===== config.mk =====
export PLATFORM = sky130hd
export DESIGN_NAME = acia_fifo
export DESIGN_NICKNAME = d
export VERILOG_FILES = /design/src/rtl/acia_fifo.sv
export SDC_FILE = /design/constraint.sdc
export NUM_CORES = 1
export LEC_CHECK = 0
export CORE_ASPECT_RATIO = 0.8
export CORE_MARGIN = 2
export CORE_UTILIZATION = 65
export CTS_BUF_LIST = sky130_fd_sc_hd__clkbuf_4
export CTS_CLUSTER_DIAMETER = 40
export CTS_CLUSTER_SIZE = 20
export DETAILED_ROUTE_END_ITERATION = 7
export HOLD_SLACK_MARGIN = 0.05
export PLACE_DENSITY = 0.82
export SYNTH_ARGS = -nofsm -noshare
export SYNTH_HDL_FRONTEND = slang
export SYNTH_SLANG_ARGS = --single-unit

===== constraint.sdc =====
create_clock -name clk -period 5.2 [get_ports clk]
set_input_delay 1.04 -clock clk [delete_from_list [all_inputs] [get_ports clk]]
set_output_delay 1.04 -clock clk [all_outputs]
set_load 0.005 [all_outputs]

===== src/rtl/acia_fifo.sv =====
// 6850-style ACIA with runtime baud divisor, TX/RX FIFOs and its own serializer/deserializer.
// Optional: define ACIA_FIFO_LOOPBACK_EN to make control bit 2 an internal TX->RX loopback.
module acia_fifo #(
    parameter int CLK_FREQ     = 25000000,
    parameter int BAUD_DEFAULT = 9600,
    parameter int TX_AW        = 4,
    parameter int RX_AW        = 4
) (
    input  logic       clk,
    input  logic       rst_n,
    input  logic       cs,
    input  logic       we,
    input  logic [1:0] addr,
    input  logic [7:0] din,
    output logic [7:0] dout,
    input  logic       rx,
    output logic       tx,
    output logic       irq
);

    localparam logic [15:0] DIV_RESET = 16'(CLK_FREQ / BAUD_DEFAULT - 1);
    localparam int TX_DEPTH = 1 << TX_AW;
    localparam int RX_DEPTH = 1 << RX_AW;

    typedef enum logic [1:0] {TX_IDLE, TX_START, TX_DATA, TX_STOP} tx_state_t;
    typedef enum logic [1:0] {RX_IDLE, RX_START, RX_DATA, RX_STOP} rx_state_t;

    logic [7:0]  ctrl;
    logic [15:0] divisor;
    logic        oe;
    logic        fe;
    logic        bus_wr;
    logic        bus_rd;
    logic        stat_rd;
    logic        mr;
    logic        rx_ie;
    logic [1:0]  tx_ctrl;
    logic        tdre;
    logic        rdrf;
    logic [7:0]  status;

    assign bus_wr  = cs & we;
    assign bus_rd  = cs & ~we;
    assign stat_rd = bus_rd & (addr == 2'd0);
    assign mr      = (ctrl[1:0] == 2'b11);
    assign rx_ie   = ctrl[7];
    assign tx_ctrl = ctrl[6:5];

    always_ff @(posedge clk or negedge rst_n) begin
        if (!rst_n) begin
            ctrl    <= '0;
            divisor <= DIV_RESET;
        end else if (bus_wr) begin
            case (addr)
                2'd0:    ctrl <= din;
                2'd2:    divisor[7:0] <= din;
                2'd3:    divisor[15:8] <= din;
                default: ;
            endcase
        end
    end

    // ------------------------------------------------------------------ TX FIFO
    logic [7:0]       tx_mem [TX_DEPTH];
    logic [TX_AW-1:0] tx_wp;
    logic [TX_AW-1:0] tx_rp;
    logic [TX_AW:0]   tx_cnt;
    logic             tx_full;
    logic             tx_empty;
    logic             tx_push;
    logic             tx_pop;
    tx_state_t        tx_state;
    logic [15:0]      tx_tmr;
    logic [2:0]       tx_idx;
    logic [7:0]       tx_sh;
    logic             tx_ser;

    // Count never exceeds depth, so its MSB alone marks full.
    assign tx_full  = tx_cnt[TX_AW];
    assign tx_empty = (tx_cnt == '0);
    assign tx_push  = bus_wr & (addr == 2'd1) & ~tx_full & ~mr;
    assign tx_pop   = (tx_state == TX_IDLE) & ~tx_empty & ~mr;

    always_ff @(posedge clk) begin
        if (tx_push)
            tx_mem[tx_wp] <= din;
    end

    always_ff @(posedge clk or negedge rst_n) begin
        if (!rst_n) begin
            tx_wp  <= '0;
            tx_rp  <= '0;
            tx_cnt <= '0;
        end else if (mr) begin
            tx_wp  <= '0;
            tx_rp  <= '0;
            tx_cnt <= '0;
        end else begin
            if (tx_push)
                tx_wp <= tx_wp + TX_AW'(1);
            if (tx_pop)
                tx_rp <= tx_rp + TX_AW'(1);
            case ({tx_push, tx_pop})
                2'b10:   tx_cnt <= tx_cnt + (TX_AW + 1)'(1);
                2'b01:   tx_cnt <= tx_cnt - (TX_AW + 1)'(1);
                default: ;
            endcase
        end
    end

    // ------------------------------------------------------------------ TX serializer
    always_ff @(posedge clk or negedge rst_n) begin
        if (!rst_n) begin
            tx_state <= TX_IDLE;
            tx_tmr   <= '0;
            tx_idx   <= '0;
            tx_sh    <= '0;
            tx_ser   <= 1'b1;
        end else if (mr) begin
            tx_state <= TX_IDLE;
            tx_tmr   <= '0;
            tx_idx   <= '0;
            tx_ser   <= 1'b1;
        end else begin
            case (tx_state)
                TX_IDLE: begin
                    tx_ser <= 1'b1;
                    if (tx_pop) begin
                        tx_state <= TX_START;
                        tx_sh    <= tx_mem[tx_rp];
                        tx_tmr   <= divisor;
                        tx_ser   <= 1'b0;
                    end
                end
                TX_START: begin
                    if (tx_tmr == '0) begin
                        tx_state <= TX_DATA;
                        tx_tmr   <= divisor;
                        tx_idx   <= '0;
                        tx_ser   <= tx_sh[0];
                        tx_sh    <= {1'b0, tx_sh[7:1]};
                    end else begin
                        tx_tmr <= tx_tmr - 16'd1;
                    end
                end
                TX_DATA: begin
                    if (tx_tmr == '0) begin
                        tx_tmr <= divisor;
                        if (tx_idx == 3'd7) begin
                            tx_state <= TX_STOP;
                            tx_ser   <= 1'b1;
                        end else begin
                            tx_idx <= tx_idx + 3'd1;
                            tx_ser <= tx_sh[0];
                            tx_sh  <= {1'b0, tx_sh[7:1]};
                        end
                    end else begin
                        tx_tmr <= tx_tmr - 16'd1;
                    end
                end
                TX_STOP: begin
                    if (tx_tmr == '0)
                        tx_state <= TX_IDLE;
                    else
                        tx_tmr <= tx_tmr - 16'd1;
                end
                default: tx_state <= TX_IDLE;
            endcase
        end
    end

    // ------------------------------------------------------------------ RX input select
    logic rx_s1;
    logic rx_s2;
    logic rx_in;
    logic rx_prev;

    always_ff @(posedge clk or negedge rst_n) begin
        if (!rst_n) begin
            rx_s1   <= 1'b1;
            rx_s2   <= 1'b1;
            rx_prev <= 1'b1;
        end else begin
            rx_s1   <= rx;
            rx_s2   <= rx_s1;
            rx_prev <= rx_in;
        end
    end

`ifdef ACIA_FIFO_LOOPBACK_EN
    logic ctrl_unused;
    assign ctrl_unused = ^ctrl[4:3];
    assign rx_in = ctrl[2] ? tx_ser : rx_s2;
    assign tx    = ctrl[2] ? 1'b1 : tx_ser;
`else
    logic ctrl_unused;
    assign ctrl_unused = ^ctrl[4:2];
    assign rx_in = rx_s2;
    assign tx    = tx_ser;
`endif

    // ------------------------------------------------------------------ RX deserializer
    rx_state_t   rx_state;
    logic [15:0] rx_tmr;
    logic [2:0]  rx_idx;
    logic [7:0]  rx_sh;
    logic [16:0] div_p1;
    logic [15:0] rx_half_m1;
    logic        rx_sample;
    logic        rx_stop_ok;
    logic        rx_stop_bad;

    assign div_p1      = {1'b0, divisor} + 17'd1;
    assign rx_half_m1  = div_p1[16:1] - 16'd1;
    assign rx_sample   = (rx_state != RX_IDLE) && (rx_tmr == '0);
    assign rx_stop_ok  = rx_sample && (rx_state == RX_STOP) && rx_in && !mr;
    assign rx_stop_bad = rx_sample && (rx_state == RX_STOP) && !rx_in && !mr;

    always_ff @(posedge clk or negedge rst_n) begin
        if (!rst_n) begin
            rx_state <= RX_IDLE;
            rx_tmr   <= '0;
            rx_idx   <= '0;
            rx_sh    <= '0;
        end else if (mr) begin
            rx_state <= RX_IDLE;
            rx_tmr   <= '0;
            rx_idx   <= '0;
        end else begin
            case (rx_state)
                RX_IDLE: begin
                    if (rx_prev && !rx_in) begin
                        rx_state <= RX_START;
                        rx_tmr   <= rx_half_m1;
                    end
                end
                RX_START: begin
                    if (rx_tmr == '0) begin
                        if (rx_in) begin
                            rx_state <= RX_IDLE;
                        end else begin
                            rx_state <= RX_DATA;
                            rx_tmr   <= divisor;
                            rx_idx   <= '0;
                        end
                    end else begin
                        rx_tmr <= rx_tmr - 16'd1;
                    end
                end
                RX_DATA: begin
                    if (rx_tmr == '0) begin
                        rx_sh  <= {rx_in, rx_sh[7:1]};
                        rx_tmr <= divisor;
                        if (rx_idx == 3'd7)
                            rx_state <= RX_STOP;
                        else
                            rx_idx <= rx_idx + 3'd1;
                    end else begin
                        rx_tmr <= rx_tmr - 16'd1;
                    end
                end
                RX_STOP: begin
                    if (rx_tmr == '0)
                        rx_state <= RX_IDLE;
                    else
                        rx_tmr <= rx_tmr - 16'd1;
                end
                default: rx_state <= RX_IDLE;
            endcase
        end
    end

    // ------------------------------------------------------------------ RX FIFO
    logic [7:0]       rx_mem [RX_DEPTH];
    logic [RX_AW-1:0] rx_wp;
    logic [RX_AW-1:0] rx_rp;
    logic [RX_AW:0]   rx_cnt;
    logic             rx_full;
    logic             rx_empty;
    logic             rx_push;
    logic             rx_pop;
    logic             set_oe;

    assign rx_full  = rx_cnt[RX_AW];
    assign rx_empty = (rx_cnt == '0);
    assign rx_pop   = bus_rd & (addr == 2'd1) & ~rx_empty & ~mr;
    // A pop on the same edge frees the slot, so a full FIFO still accepts the byte.
    assign rx_push  = rx_stop_ok & (~rx_full | rx_pop);
    assign set_oe   = rx_stop_ok & rx_full & ~rx_pop;

    always_ff @(posedge clk) begin
        if (rx_push)
            rx_mem[rx_wp] <= rx_sh;
    end

    always_ff @(posedge clk or negedge rst_n) begin
        if (!rst_n) begin
            rx_wp  <= '0;
            rx_rp  <= '0;
            rx_cnt <= '0;
        end else if (mr) begin
            rx_wp  <= '0;
            rx_rp  <= '0;
            rx_cnt <= '0;
        end else begin
            if (rx_push)
                rx_wp <= rx_wp + RX_AW'(1);
            if (rx_pop)
                rx_rp <= rx_rp + RX_AW'(1);
            case ({rx_push, rx_pop})
                2'b10:   rx_cnt <= rx_cnt + (RX_AW + 1)'(1);
                2'b01:   rx_cnt <= rx_cnt - (RX_AW + 1)'(1);
                default: ;
            endcase
        end
    end

    // ------------------------------------------------------------------ flags, status, read port
    always_ff @(posedge clk or negedge rst_n) begin
        if (!rst_n) begin
            oe <= 1'b0;
            fe <= 1'b0;
        end else if (mr) begin
            oe <= 1'b0;
            fe <= 1'b0;
        end else begin
            oe <= set_oe | (oe & ~stat_rd);
            fe <= rx_stop_bad | (fe & ~stat_rd);
        end
    end

    assign tdre   = ~tx_full;
    assign rdrf   = ~rx_empty;
    assign irq    = (rx_ie & (rdrf | oe | fe)) | ((tx_ctrl == 2'b01) & tdre);
    assign status = {irq, 1'b0, oe, fe, 2'b00, tdre, rdrf};

    always_ff @(posedge clk or negedge rst_n) begin
        if (!rst_n) begin
            dout <= '0;
        end else if (bus_rd) begin
            case (addr)
                2'd0: dout <= status;
                2'd1: dout <= rx_mem[rx_rp];
                2'd2: dout <= divisor[7:0];
                2'd3: dout <= divisor[15:8];
            endcase
        end
    end

endmodule


==> results of run 1 <==
[critical path: stages, from the launching register on]
cell and delay (ns):
dfrtp_1 0.47, inv_1 0.11, ha_1 0.51, inv_1 0.45, nand2_1 0.17, or3_1 0.49, a21oi_2 0.45, nor3b_1 0.41
and2_1 0.42
[area by class of cell]
type | count | area (um^2)
flip-flops and latches | 375 | 10700
fillers | 1702 | 7710
multi-input cells | 789 | 6400
repair buffers | 54 | 463
well taps | 357 | 447
clock buffers | 41 | 308
clock inverters | 21 | 260
inverters | 50 | 188
diodes | 2 | 5.00
[worst min-delay path by stage]
| stage | start | to | slack, ns | depth (start not counted) |
|---|---|---|---|---|
| detailed placement | rx_s1 | rx_in | 0.36 | 0 |
| floorplan | rx_s1 | rx_in | 0.35 | 0 |
| global placement | rx_s1 | rx_in | 0.36 | 0 |
| global route | rst_n | tx_cnt[2] | 0.37 | 1 |
| CTS | rst_n | tx_cnt[2] | 0.34 | 1 |
| finish | rx_s1 | rx_in | 0.37 | 0 |
[kinds of logic (layout without fill, tap and decap cells)]
logic type                 count (synthesis)  after routing
DFF                                      375            375
and+or+nand+nor                          325            325
AOI/OAI and AO/OA                        236            236
muxes                                    146            146
buffers and inverters                    122            166
xor gates and xnor gates                  47             47
adders and majority gates                 35             35
other                                      0              2
[metal layers]
layer,GRT usage [%],part of all wire [%]
met1,41.7,41
met5,0,0
met3,6.30,10
met4,9.21,3.1
met2,43.6,45
[power groups by stage]
stage | logic (mW) | registers [mW] | clock network (mW)
after floorplan | 2.51 | 3.74 | 0
after global placement | 2.90 | 4.02 | 0
after detailed placement | 2.98 | 4.03 | 0
after CTS | 3.00 | 3.97 | 1.65
after global routing | 3.35 | 4.03 | 1.76
final | 3.04 | 3.98 | 1.62
[cells in the mapped netlist (7+ instances only)]
master / count
nand2_1: 67
xor2_1: 13
nand3_1: 23
o21ai_0: 58
or4_1: 8
mux4_2: 60
mux2i_1: 43
mux2_2: 42
dfrtp_1: 109
buf_2: 13
buf_1: 11
ha_1: 34
a221oi_1: 21
nor4_1: 18
nor3_1: 29
and2_1: 15
nand2b_1: 8
dfstp_2: 10
edfxtp_1: 256
nand4_1: 11
o22ai_1: 7
or3_1: 12
inv_1: 50
a22oi_1: 14
xnor2_1: 32
nor2_1: 91
clkbuf_1: 37
a221o_1: 7
a21oi_1: 71
[flip-flops by register name (all words and copies together) (netlist names), 8 cells and up]
| signal | count |
|---|---|
| dout | 8 |
| tx_tmr | 16 |
| tx_sh | 8 |
| rx_sh | 8 |
| divisor | 16 |
| tx_mem | 128 |
| rx_tmr | 16 |
| rx_mem | 128 |
[metrics by stage]
| step | setup slack [ns] | hold slack (ns) | cell area [um^2] | utilization (%) |
|---|---|---|---|---|
| CTS | 1.42 | 0.341 | 18700 | 70.9 |
| detailed placement | 0.967 | 0.357 | 18200 | 68.7 |
| global placement | 1.13 | 0.361 | 18200 | 68.7 |
| floorplan | 2.01 | 0.345 | 17600 | - |
| finish | 1.39 | 0.372 | 18800 | 70.9 |
| global route | 1.12 | 0.373 | 18800 | 70.9 |
==> results_dict.tcl, run 1 <==
set metrics [dict create \
    cap_violations 0 \
    worst_slew_pin_slew_ns 1.19 \
    tritoncts "done" \
    synth_cells 1286 \
    clockBufferDepth 3 \
    clk_pin_slew_ns 0.16 \
    tns_ns 0 \
    fmax_mhz 263 \
    dp_hpwl_mm 26.5 \
    p_leak_nw 6.64 \
    p_sw_mw 3.21 \
    synth_compound_area_share_pct 8.69 \
    drive_gt1_share_pct 17.3 \
    period_share_pct 73.3 \
    rows 53 \
    wl_per_cell_um 23.2 \
    antenna_found_initial 2 \
    area_growth_pct 6.55 \
    clock-sinks 375 \
    core_area_mm2 0.0265 \
    synth_cell_types 75 \
    seq_area_frac_synth_pct 60.7 \
    worstSkewPairLatency_ns 0.72 \
    reg2reg_from "rx_state[0]" \
    cts_setup_buffers 0 \
    synth-async-reset-ratio_pct 31.7 \
    grt_pass1_wl_mm 61.4 \
    post_cts_resized 0 \
    ioPinCount 25 \
    holdCritPathClass "reg2reg" \
    grt_pass1_vias 10700 \
    synth-simple-area-share_pct 9.77 \
    critPathArrivalTime_ns 4.21 \
    p_sw_share_pct 37.2 \
    synth_top_family_by_area "multiplexers" \
    num-nets-final 1354 \
    synth_edf_count 256 \
    crit_end "rx_mem[1][2]" \
    fin_worst_skew_ns 0.0423 \
    drt_iter0_drc 1279 \
    syn_area_per_cell_um2 13.7 \
    grt_setup_unrepaired "no" \
    dr.pass1.iters 5 \
    place_congestion 0.913 \
    synth-seq-cells 375 \
    pwr-share-clk_pct 18.8 \
    cts-htree-levels 2 \
    peakVddDrop_uv 260 \
    portBuffers 24 \
    outcome "finished, final reports clean" \
    power_density_mw_per_mm2 460 \
    power_mw 8.63 \
    dp_cells 1625 \
    synth_fa_ha_area_share_pct 2.53 \
    vias 11300 \
    grt_overflow 0 \
    path_class "reg2reg" \
    internal_power_mw 5.42 \
    critPathLaunch "rx_state[0]" \
    drv_slew 0 \
    timing.final.crit_period_ns 3.81 \
    instances_no_fill 1689 \
    crit_fanout 26 \
    critical_path.endpoint_type "register" \
    pwr-share-seq_pct 46.1 \
    mostFrequentLayoutCells "edfxtp_1 (256), dfrtp_1 (107), nor2_1 (91), a21oi_1 (71), nand2_1 (67)" \
    reg2reg_depth 8 \
    die_area_mm2 0.0284 \
    yosysTopAreaCell "edfxtp_1" \
    die_h_um 151 \
    hold_violations 0 \
    r2r_slack_ns 1.39 \
    fp.dieW_um 188 \
    yosys-mux-area-fraction_pct 13.0 \
    drtAntennaViolNets 0 \
    pwr-share-comb_pct 35.2 \
    required_ns 5.60 \
    max-slew-margin-rel_pct 19.9 \
    grt_max_degree 56 \
    startpoint_type "register" \
    synth_top_area_share_pct 43.7 \
    synth_area_leaders "edfxtp_1 (44%), dfrtp_1 (15%), mux4_2 (7.7%)" \
    ys.flop_type "edfxtp_1" \
    synth_xor_xnor_area_share_pct 2.42 \
    synth_nets 1336 \
    synth_area_mm2 0.0176 \
    final_common_cell "edfxtp_1" \
    wl_mm 39.2 \
    drcViolationCount 0 \
    via_per_inst 6.66 \
    cts_root_buffer "clkbuf_4" \
    yosysWarnings 0 \
    setup-violations-final 0 \
    rr_endpoint "rx_mem[1][2]" \
    track_usage_pct 28.6 \
    start_util_pct 66.5 \
    cts-hold-fix-buffers 0 \
    cts_buffers 34 \
]
Note: power is estimated with default switching activity, not from simulation.
==> inputs of run 2 (changes only) <==
- clock period: 5.2 -> 3.62 ns (I/O delays scaled with it)
==> run 2 against run 1 <==
Compared with the run above: register-to-register slack lost 0.94 ns; critical path depth shrank 3; setup slack worse by 1.2 ns; largest power group unchanged; hold slack lost 0.049 ns; critical path type is now reg2out; sequential share of layout area down 1.2 points; sequential power is 43% higher; count of clock-buffer cells in the layout unchanged; non-clock buffer count up 33; cell count increased by 2.5%; core utilization rose by 1.5 points.
==> results_dict.tcl, run 2 (synthesis results as in run 1) <==
set metrics [dict create \
    setup-violations-final 0 \
    power_mw 12.9 \
    dr.pass1.iters 8 \
    start_util_pct 66.5 \
    final_common_cell "edfxtp_1" \
    fp.dieW_um 188 \
    tritoncts "done" \
    multiInputGateArea_mm2 0.00640 \
    n_fill_cell 1689 \
    dp_hpwl_mm 27.3 \
    portBuffers 24 \
    ioPinCount 25 \
    worst_slew_pin_slew_ns 0.920 \
    fin_util_pct 72.4 \
    antenna_found_initial 2 \
    cts_setup_buffers 0 \
    worst_hold_path.endpoint "rx_in" \
    cp_slowest_cell "clkdlybuf4s50_1" \
    slowest_delay_ns 0.48 \
    drt_iter0_drc 1618 \
    clockBufferDepth 3 \
    fin_worst_skew_ns 0.0782 \
    reg2reg_from "divisor[0]" \
    via_per_inst 6.62 \
    track_usage_pct 29.2 \
    vias 11500 \
    outcome "finished, final reports clean" \
    finalInstanceArea_mm2 0.0192 \
    peakVddDrop_uv 515 \
    rows 53 \
    crit_fanout 5 \
    core_area_mm2 0.0265 \
    dp_cells 1657 \
    hp-start "rx_s1" \
    timing.final.crit_period_ns 3.47 \
    wl_per_cell_um 23.3 \
    cts_root_buffer "clkbuf_4" \
    place_congestion 0.923 \
    crit_chain "or3_1 > or2_2 > o31ai_1 > nand2_1 > clkdlybuf4s50_1" \
    mostFrequentLayoutCells "edfxtp_1 (256), dfrtp_1 (107), nor2_1 (91), a21oi_1 (71), nand2_1 (67)" \
    startpoint_type "register" \
    fmax_mhz 288 \
    critPathLaunch "rx_cnt[1]" \
    required_ns 2.90 \
    rr_endpoint "rx_tmr[9]" \
    cts_buffers 39 \
    worstSkewPairLatency_ns 0.75 \
    wl_mm 40.4 \
    cap_violations 0 \
    num-nets-final 1392 \
    drv_slew 0 \
    die_h_um 151 \
    grt_overflow 0 \
    max-slew-margin-rel_pct 38.4 \
    path_class "reg2out" \
    clk_pin_slew_ns 0.19 \
    grt_max_degree 58 \
    power_density_mw_per_mm2 673 \
    seq_area_mm2 0.0107 \
    grt_pass1_wl_mm 62.7 \
    critical_path.endpoint_type "output pin" \
    holdCritPathClass "reg2reg" \
    grt_pass1_vias 11000 \
    tns_ns 0 \
    p_leak_nw 6.88 \
    period_share_pct 95.9 \
    drtAntennaViolNets 0 \
    cts-htree-levels 2 \
    instances_no_fill 1731 \
    die_area_mm2 0.0284 \
    critPathArrivalTime_ns 2.75 \
    area_growth_pct 8.84 \
    drive_gt1_share_pct 20.0 \
    hold_violations 0 \
    clock-sinks 375 \
    dpl-instance-area_mm2 0.0184 \
    reg2reg_depth 8 \
    worstHoldPathCells 0 \
    grt_setup_unrepaired "no" \
    drcViolationCount 0 \
    top_regs "rx_mem (128), tx_mem (128)" \
    r2r_slack_ns 0.45 \
]
## run 2: cell types whose count changed in the layout (fill, tap and decap cells not counted), moves of 2 or more
cell and change:
inv_12 +4, bufinv_16 -2, clkinv_1 -3, buf_4 +30, buf_12 +2, clkinv_8 +5
inv_8 +3, clkinv_4 +3
## run 2: how the worst max path moves through the flow
stage / slack (ns) / to / cells after the start
final: 0.15 / irq / 5
after global routing: 0.009 / irq / 5
after CTS: 0.11 / irq / 5
after detailed placement: 0.21 / rx_cnt[4] / 11
after global placement: 0.30 / rx_cnt[4] / 11
after floorplan: 0.72 / rx_mem[4][0] / 6
## run 2: where the power goes
| part | internal [mW] | switching, mW | total [mW] |
|---|---|---|---|
| logic | 2.02 | 2.56 | 4.58 |
| clock network | 0.886 | 1.74 | 2.63 |
| registers | 4.99 | 0.701 | 5.69 |
| total | 7.89 | 5.01 | 12.9 |
## run 2: repair_timing
item / CTS / global route
hold buffers: 1 / 0
hold endpoints to repair: 25 / 0
gates resized for setup: 0 / 0
endpoints found under the setup margin: 0 / 1
## run 2: routing by layer
metal / global-route usage [%] / wire [um] / up-vias / share of wire (%)
met3: 6.88 / 4270 / 109 / 11
met1: 42.5 / 16700 / 5669 / 41
met2: 43.9 / 18100 / 628 / 45
met5: 0 / 12 / - / 0.030
li1: - / - / 5053 / -
met4: 10.2 / 1310 / 2 / 3.2
## run 2: critical path: cells and delay by family, from the launching register on
kind,cells,cell delay (ns)
AOI/OAI and AO/OA,1,0.19
and+or+nand+nor,3,0.84
DFF,1,0.46
buffers and inverters,1,0.48
## run 2: layout make-up
| class | count | area share (%) |
|---|---|---|
| repair buffers | 87 | 3.85 |
| clock buffers | 41 | 1.61 |
| multi-input cells | 789 | 33.4 |
| flip-flops and latches | 375 | 55.8 |
| clock inverters | 31 | 2.04 |
| diodes | 1 | 0.0131 |
| inverters | 50 | 0.980 |
| well taps | 357 | 2.33 |
## run 2: stage by stage
step	worst slack (ns)	hold WS, ns
after detailed placement	0.215	0.357
final	0.149	0.323
after global routing	0.00917	0.316
after floorplan	0.716	0.345
after global placement	0.301	0.346
after CTS	0.113	0.331
==> edit (config.mk and constraints of run 2) <==
Add a define of `ACIA_FIFO_LOOPBACK_EN`.
--- a/src/rtl/acia_fifo.sv
+++ b/src/rtl/acia_fifo.sv
@@ -1,5 +1,7 @@
 // 6850-style ACIA with runtime baud divisor, TX/RX FIFOs and its own serializer/deserializer.
 // Optional: define ACIA_FIFO_LOOPBACK_EN to make control bit 2 an internal TX->RX loopback.
+`define ACIA_FIFO_LOOPBACK_EN
+
 module acia_fifo #(
     parameter int CLK_FREQ     = 25000000,
     parameter int BAUD_DEFAULT = 9600,
Formal check against the unedited RTL: not equivalent (Yosys sat finds a counterexample within 4 cycles, from zero or initial values and one cycle with rst_n low).
==> edit against run 2 <==
- clock power grew 2%
- register-to-register slack better by 60 ps
- total power rose by 0.47%
- wire length grew 4.2%
- synthesized cell count decreased by 1.0%
- critical path type unchanged
- maximum frequency is 0.85% lower
- largest power group unchanged
- area after synthesis about the same
- worst setup slack worse by 30 ps
- first-iteration DRC count increased by 1.5%
- cell area is 0.54% lower
- sequential cell count up 1
- die area about the same
==> edit: results (changes against run 2) <==
| Metric | Value |
|---|---|
| Final hold slack | 368.1 ps (+45.36 ps) |
| P_seq | 0.00560 W (-2%) |
| Reg2reg start | divisor[5]$_DFFE_PN1P_ |
| Internal power | 0.008059 W (+2.1%) |
| Drt pass-1 iters | 6 (-2) |
| Multi-In Gates | 769 (-2.5%) |
| Sequential share of power | 0.433 (-0.008) |
| CP arrival | 2780 ps (+30 ps) |
| Sequential area share after synthesis | 0.6076 (+0.0009466) |
| Top sig layer | met4 |
| Least-Margin Pin Slew | 983.2 ps (+62.75 ps) |
| FILL cells | 1628 (-3.6%) |
| Worst reg-to-reg setup slack | 510 ps (+60 ps) |
| Pleak | 6.915 nW (+0.49%) |
| Clock skew | 92.78 ps (+14.55 ps) |
| Met2 wire length | 18530 um (+2.2%) |
| Worst hold endpoint | rx_s2$_DFF_PN1_ |
| Die X | 188.1 um (about the same) |
| Final Non-Filler Cells | 1708 (-1.3%) |
| Layout clock area frac | 0.03769 (+0.001182) |
| Wire length per cell | 24.65 um (+5.6%) |
| Fraction of area in multi-input gates | 0.3298 (-0.004438) |
| M1 WL | 16630 um (-0.37%) |
| Status | completed |
| Placed insts | 1634 (-1.4%) |
## edit: cell types whose count changed in the layout (fill, tap and decap cells not counted), sizes merged, moves of 8 or more
cell          run 2  this run
nor2             91        74
a22oi            14        23
nor3             33        24
a21oi            72        57
nand2            67        78
buf              63        55
o21ai            58        68
## edit: cells by family (layout without fill, tap and decap cells)
logic type	count (synthesis)	after routing	share of synthesized area
DFF	376	376	0.6076
adders and majority gates	35	35	0.02529
muxes	146	146	0.1323
and+or+nand+nor	299	299	0.08645
AOI/OAI and AO/OA	235	235	0.08538
buffers and inverters	128	203	0.03608
other	0	3	0
xor gates and xnor gates	54	54	0.02685
## edit: repair_timing
item                                    4_1_cts  5_1_grt
gates resized for setup                       0        2
endpoints found under the setup margin        0        1
endpoints found under the hold margin        40        0
hold buffers                                  1        0
## edit: routing by layer
metal / track usage / up-vias
met5: 0 / -
met4: 0.09843 / 0
met3: 0.1073 / 113
met2: 0.4480 / 723
met1: 0.4382 / 5705
li1: - / 4962
